$ cat config.mk
export PLATFORM = sky130hd
export DESIGN_NAME = axi_arbiter
export DESIGN_NICKNAME = d
export VERILOG_FILES = /design/src/rtl/axi_pkg.sv /design/src/rtl/axi_rr_picker.sv /design/src/rtl/axi_arbiter.sv
export SDC_FILE = /design/constraint.sdc
export NUM_CORES = 1
export LEC_CHECK = 0
export CORE_AREA = 5 5 172 174
export DETAILED_ROUTE_END_ITERATION = 10
export DIE_AREA = 0 0 177 179
export PLACE_DENSITY = 0.41
export SETUP_SLACK_MARGIN = 0.4
export SYNTH_ARGS = -nofsm -noshare
export SYNTH_HDL_FRONTEND = slang
export SYNTH_SLANG_ARGS = --single-unit
$ cat constraint.sdc
create_clock -name clk -period 3.35 [get_ports clk]
set_clock_uncertainty 0.05 [all_clocks]
set_input_delay 0.67 -clock clk [delete_from_list [all_inputs] [get_ports clk]]
set_output_delay 0.67 -clock clk [all_outputs]
set_load 0.05 [all_outputs]
$ cat src/rtl/axi_pkg.sv
// axi_pkg: shared FSM encodings, AXI burst codes and master indices for the arbiter
package axi_pkg;

    typedef enum logic [1:0] {R_IDLE, R_ADDR, R_DATA} r_state_t;
    typedef enum logic [1:0] {W_IDLE, W_ADDR, W_DATA, W_RESP} w_state_t;

    localparam logic [1:0] BURST_INCR = 2'b01;
    localparam logic [1:0] BURST_WRAP = 2'b10;

    localparam logic MST_M0 = 1'b0;
    localparam logic MST_M1 = 1'b1;

endpackage

$ cat src/rtl/axi_rr_picker.sv
// axi_rr_picker: two-way read grant picker; ARB_ROUND_ROBIN_EN turns the M1-wins tie-break into round robin
module axi_rr_picker
    import axi_pkg::*;
(
    input  logic       clk,
    input  logic       rst_n,
    input  logic [1:0] req,
    input  logic       take,
    output logic       any,
    output logic       pick
);

    logic last_grant;
    logic tie_pick;

    // remember the winner each time the read FSM accepts a grant
    always_ff @(posedge clk or negedge rst_n) begin
        if (!rst_n) last_grant <= MST_M0;
        else if (take) last_grant <= pick;
    end

`ifdef ARB_ROUND_ROBIN_EN
    assign tie_pick = ~last_grant;
`else
    logic unused_last_grant;
    assign unused_last_grant = last_grant;
    assign tie_pick = MST_M1;
`endif

    assign any  = |req;
    assign pick = &req ? tie_pick : req[1];

endmodule

$ cat src/rtl/axi_arbiter.sv
// axi_arbiter: two-master AXI3 arbiter (m0 read-only, m1 read/write), one read and one write outstanding; macro ARB_ROUND_ROBIN_EN
module axi_arbiter
    import axi_pkg::*;
#(
    parameter logic [3:0] M0_ID = 4'd0,
    parameter logic [3:0] M1_ID = 4'd1
) (
    input  logic        clk,
    input  logic        rst_n,
    input  logic [31:0] m0_araddr,
    input  logic [3:0]  m0_arlen,
    input  logic [2:0]  m0_arsize,
    input  logic [1:0]  m0_arburst,
    input  logic        m0_arvalid,
    output logic        m0_arready,
    output logic [31:0] m0_rdata,
    output logic        m0_rlast,
    output logic        m0_rvalid,
    output logic [1:0]  m0_rresp,
    input  logic        m0_rready,
    input  logic [31:0] m1_araddr,
    input  logic [3:0]  m1_arlen,
    input  logic [2:0]  m1_arsize,
    input  logic [1:0]  m1_arburst,
    input  logic        m1_arvalid,
    output logic        m1_arready,
    output logic [31:0] m1_rdata,
    output logic        m1_rlast,
    output logic        m1_rvalid,
    output logic [1:0]  m1_rresp,
    input  logic        m1_rready,
    input  logic [31:0] m1_awaddr,
    input  logic [3:0]  m1_awlen,
    input  logic [2:0]  m1_awsize,
    input  logic [1:0]  m1_awburst,
    input  logic        m1_awvalid,
    output logic        m1_awready,
    input  logic [31:0] m1_wdata,
    input  logic [3:0]  m1_wstrb,
    input  logic        m1_wlast,
    input  logic        m1_wvalid,
    output logic        m1_wready,
    output logic        m1_bvalid,
    output logic [1:0]  m1_bresp,
    input  logic        m1_bready,
    output logic [3:0]  arid,
    output logic [31:0] araddr,
    output logic [3:0]  arlen,
    output logic [2:0]  arsize,
    output logic [1:0]  arburst,
    output logic [1:0]  arlock,
    output logic [3:0]  arcache,
    output logic [2:0]  arprot,
    output logic [3:0]  arqos,
    output logic        arvalid,
    input  logic        arready,
    input  logic [31:0] rdata,
    input  logic [1:0]  rresp,
    input  logic        rlast,
    input  logic        rvalid,
    output logic        rready,
    output logic [3:0]  awid,
    output logic [31:0] awaddr,
    output logic [3:0]  awlen,
    output logic [2:0]  awsize,
    output logic [1:0]  awburst,
    output logic [1:0]  awlock,
    output logic [3:0]  awcache,
    output logic [2:0]  awprot,
    output logic [3:0]  awqos,
    output logic        awvalid,
    input  logic        awready,
    output logic [3:0]  wid,
    output logic [31:0] wdata,
    output logic [3:0]  wstrb,
    output logic        wlast,
    output logic        wvalid,
    input  logic        wready,
    input  logic [1:0]  bresp,
    input  logic        bvalid,
    output logic        bready
);

    r_state_t   r_state;
    w_state_t   w_state;
    logic       grant;
    logic       any;
    logic       pick;
    logic       r_addr;
    logic       r_data;
    logic [1:0] elig;

    // m1 reads wait for its own write to finish so they observe the written data
    assign elig = {m1_arvalid && w_state == W_IDLE, m0_arvalid};

    axi_rr_picker u_picker (
        .clk   (clk),
        .rst_n (rst_n),
        .req   (elig),
        .take  (r_state == R_IDLE && any),
        .any   (any),
        .pick  (pick)
    );

    // read FSM: grant is frozen from acceptance until the last beat returns
    always_ff @(posedge clk or negedge rst_n) begin
        if (!rst_n) begin
            r_state <= R_IDLE;
            grant   <= MST_M0;
        end else begin
            case (r_state)
                R_IDLE: if (any) begin
                    grant   <= pick;
                    r_state <= R_ADDR;
                end
                R_ADDR:  if (arready) r_state <= R_DATA;
                R_DATA:  if (rvalid && rready && rlast) r_state <= R_IDLE;
                default: r_state <= R_IDLE;
            endcase
        end
    end

    assign r_addr     = r_state == R_ADDR;
    assign r_data     = r_state == R_DATA;
    assign arvalid    = r_addr;
    assign arid       = grant ? M1_ID : M0_ID;
    assign araddr     = grant ? m1_araddr : m0_araddr;
    assign arlen      = grant ? m1_arlen : m0_arlen;
    assign arsize     = grant ? m1_arsize : m0_arsize;
    assign arburst    = grant ? m1_arburst : m0_arburst;
    assign arlock     = '0;
    assign arcache    = '0;
    assign arprot     = '0;
    assign arqos      = '0;
    assign m0_arready = r_addr && !grant && arready;
    assign m1_arready = r_addr && grant && arready;
    assign rready     = r_data && (grant ? m1_rready : m0_rready);
    assign m0_rvalid  = r_data && !grant && rvalid;
    assign m1_rvalid  = r_data && grant && rvalid;
    assign m0_rdata   = rdata;
    assign m1_rdata   = rdata;
    assign m0_rlast   = rlast;
    assign m1_rlast   = rlast;
    assign m0_rresp   = rresp;
    assign m1_rresp   = rresp;

    // write FSM: m1 only, walks address, data and response phases in order
    always_ff @(posedge clk or negedge rst_n) begin
        if (!rst_n) w_state <= W_IDLE;
        else begin
            case (w_state)
                W_IDLE: if (m1_awvalid) w_state <= W_ADDR;
                W_ADDR: if (awvalid && awready) w_state <= W_DATA;
                W_DATA: if (wvalid && wready && wlast) w_state <= W_RESP;
                W_RESP: if (bvalid && bready) w_state <= W_IDLE;
            endcase
        end
    end

    assign awvalid    = w_state == W_ADDR && m1_awvalid;
    assign m1_awready = w_state == W_ADDR && awready;
    assign wvalid     = w_state == W_DATA && m1_wvalid;
    assign m1_wready  = w_state == W_DATA && wready;
    assign m1_bvalid  = w_state == W_RESP && bvalid;
    assign bready     = w_state == W_RESP && m1_bready;
    assign awid       = M1_ID;
    assign wid        = M1_ID;
    assign awaddr     = m1_awaddr;
    assign awlen      = m1_awlen;
    assign awsize     = m1_awsize;
    assign awburst    = m1_awburst;
    assign awlock     = '0;
    assign awcache    = '0;
    assign awprot     = '0;
    assign awqos      = '0;
    assign wdata      = m1_wdata;
    assign wstrb      = m1_wstrb;
    assign wlast      = m1_wlast;
    assign m1_bresp   = bresp;

endmodule

==> results.py <==
metrics = {
    "route": {
        "dr.pass1.iters": 4,
        "viasPerCell": 2.48,
        "vias": 1650,
        "drtIter0Drc": 32,
        "ant_nets": 0,
        "wl_per_cell_microns": 13.1,
        "routed_wl_microns": 8680,
        "drcViolationCount": 0,
    },
    "timing": {
        "period_share_pct": 85.2,
        "final-setup-viol-count": 0,
        "worst_slew_pin_slew_ns": 0.548,
        "slew-limit-headroom_pct": 63.3,
        "final_max_slew_viol_count": 0,
        "setup_tns_ns": 0,
        "rsz0062_at_grt": "false",
        "clock.fmax_mhz": 350,
        "period_minus_slack_ns": 2.85,
        "hold_viol_final": 0,
    },
    "place": {
        "dpl.hpwl_microns": 7830,
        "io_buffers": 154,
        "place.gp.congestion": 0.627,
        "place_inst": 659,
    },
    "critical_path": {
        "critPathCaptureType": "output port",
        "required_ns": 2.63,
        "startpoint_type": "flip-flop",
        "path_class": "flip-flop to output port",
        "crit_path_max_fanout": 23,
        "cp.arrival_ns": 2.13,
    },
    "cts": {
        "cts_tree": "done",
        "cts_max_path_buffers": 2,
        "cts_root_buf": "clkbuf_16",
        "postCtsSetupBuffers": 0,
        "clkSinkCount": 5,
        "htree_num_levels": 1,
        "numCtsBuffers": 3,
        "clk_pin_slew_ns": 0.04,
        "clock_latency_ns": 0.23,
    },
    "finish": {
        "final_common_cell": "clkdlybuf4s50_1",
        "layout-drive-gt1-share_pct": 18.9,
        "areaGrowthSynthToFinish_pct": 34.8,
        "final_cell_mix": "clkdlybuf4s50_1, conb_1, mux2_2",
        "utilization_pct": 11.4,
        "fin_nets": 502,
        "layoutNonFillerInstCount": 664,
        "fillers": 3271,
    },
    "synthesis": {
        "syn_area_sq_um": 2340,
        "synth.avg_cell_area_sq_um": 8.34,
        "ys_warn_count": 0,
        "synth-seq-area-share_pct": 5.34,
        "yosys_most_used_dff": "dfrtp_1",
        "post_synth_num_cell_types": 26,
        "synth-edff-count": 0,
        "syn_inst": 281,
        "async_reset_ff_share_pct": 100,
        "ys_ff_latch": 5,
    },
    "die": {
        "dieArea_sq_um": 31700,
        "die_h_microns": 179,
        "rows": 61,
        "initial_core_util_pct": 8.48,
        "coreArea_sq_um": 27600,
        "ios": 452,
        "die_w_microns": 177,
    },
    "hold_path": {
        "worstHoldPathType": "flip-flop to flip-flop",
    },
    "power_and_ir_drop": {
        "vdd_drop_max_mv": 0.314,
        "power_mw": 2.18,
        "leakage_nw": 1.25,
        "power_density_nw_per_um2": 689,
    },
    "run_status": {
        "status": "finished clean",
    },
    "run": {
        "cap_violations": 0,
    },
    "global_routing": {
        "grt.overflow.total": 0,
        "grt_pass1_vias": 1797,
        "gr-usage-all-layers_pct": 4.91,
        "grt_max_degree": 24,
        "grt_pass1_wl_microns": 11200,
        "antenna_found_initial": 1,
    },
}
[path summary, 6_finish.rpt]
check | from | end | slack [ns] | depth (start not counted)
worst min register to register | r_state[1] | r_state[0] | 0.45 | 1
worst max-delay path | grant | araddr[8] | 0.50 | 3
worst min-delay path | r_state[1] | r_state[0] | 0.45 | 1
min in group asynchronous | rst_n | w_state[0] | 0.67 | 1
worst max register to register | w_state[0] | w_state[1] | 1.51 | 5
max in group asynchronous | rst_n | grant | 2.29 | 1
[sequential cells by signal, summed over array words and instances (netlist names)]
register  count
w_state       2
r_state       2
grant         1
[Yosys cell counts, types with 2 or more instances]
library cell,count,area (sq um)
buf_4,188,1410
dfrtp_1,5,125
ha_1,5,62.6
and3_1,2,12.5
mux2_1,5,56.3
nor2b_1,3,18.8
conb_1,2,7.51
inv_1,2,7.51
a211oi_1,2,15.0
nand2_1,5,18.8
nor2_1,4,15.0
mux2_2,36,405
buf_2,5,25.0
and2_1,5,31.3
[metrics by stage]
stage	hold slack (ns)	setup WS [ns]	cell area [sq um]
after floorplan	0.324	0.633	2470
after global placement	0.439	0.423	3070
after detailed placement	0.447	0.436	3070
after CTS	0.454	0.417	3140
after global routing	0.476	0.406	3160
final	0.447	0.496	3160
[critical path: stages, from the launching register on]
cell,delay [ns]
dfrtp_4,0.66
buf_4,0.21
mux2_2,0.33
clkdlybuf4s50_1,0.70
[metal layers]
metal / vias up / share of wire [%] / GRT usage (%)
li1: 688 / - / -
met1: 663 / 28 / 4.16
met2: 237 / 40 / 7.01
met3: 58 / 26 / 5.10
met4: 4 / 5.4 / 2.90
met5: - / 1.2 / 1.92
[logic make-up after synthesis]
group,Yosys count,share of synthesized area (%)
multiplexers,43,20.8
AO/OA/AOI/OAI,8,3.63
adder cells (fa/ha/maj),5,2.67
flip-flops,5,5.34
AND/OR/NAND/NOR,23,5.66
buffers and inverters,195,61.6
other,2,0.320
[final cells by class]
cell class	count	area, sq um	area share, %
repair buffers	158	1560	49.5
inverters	2	7.51	0.238
multi-input cells	116	906	28.7
well taps	378	473	15.0
diodes	1	2.50	0.0792
flip-flops and latches	5	129	4.08
clock buffers	4	78.8	2.50
[report_power, final]
group / switching (mW) / internal (mW)
registers: 0.0909 / 0.0956
logic: 1.10 / 0.685
clock network: 0.0459 / 0.158
[timing repair]
action	4_1_cts	5_1_grt
resized for setup	16	8
setup endpoints to repair	23	8
hold buffers	0	0
gates cloned	0	0
pin swaps	0	0
Note: power is estimated with default switching activity, not from simulation.
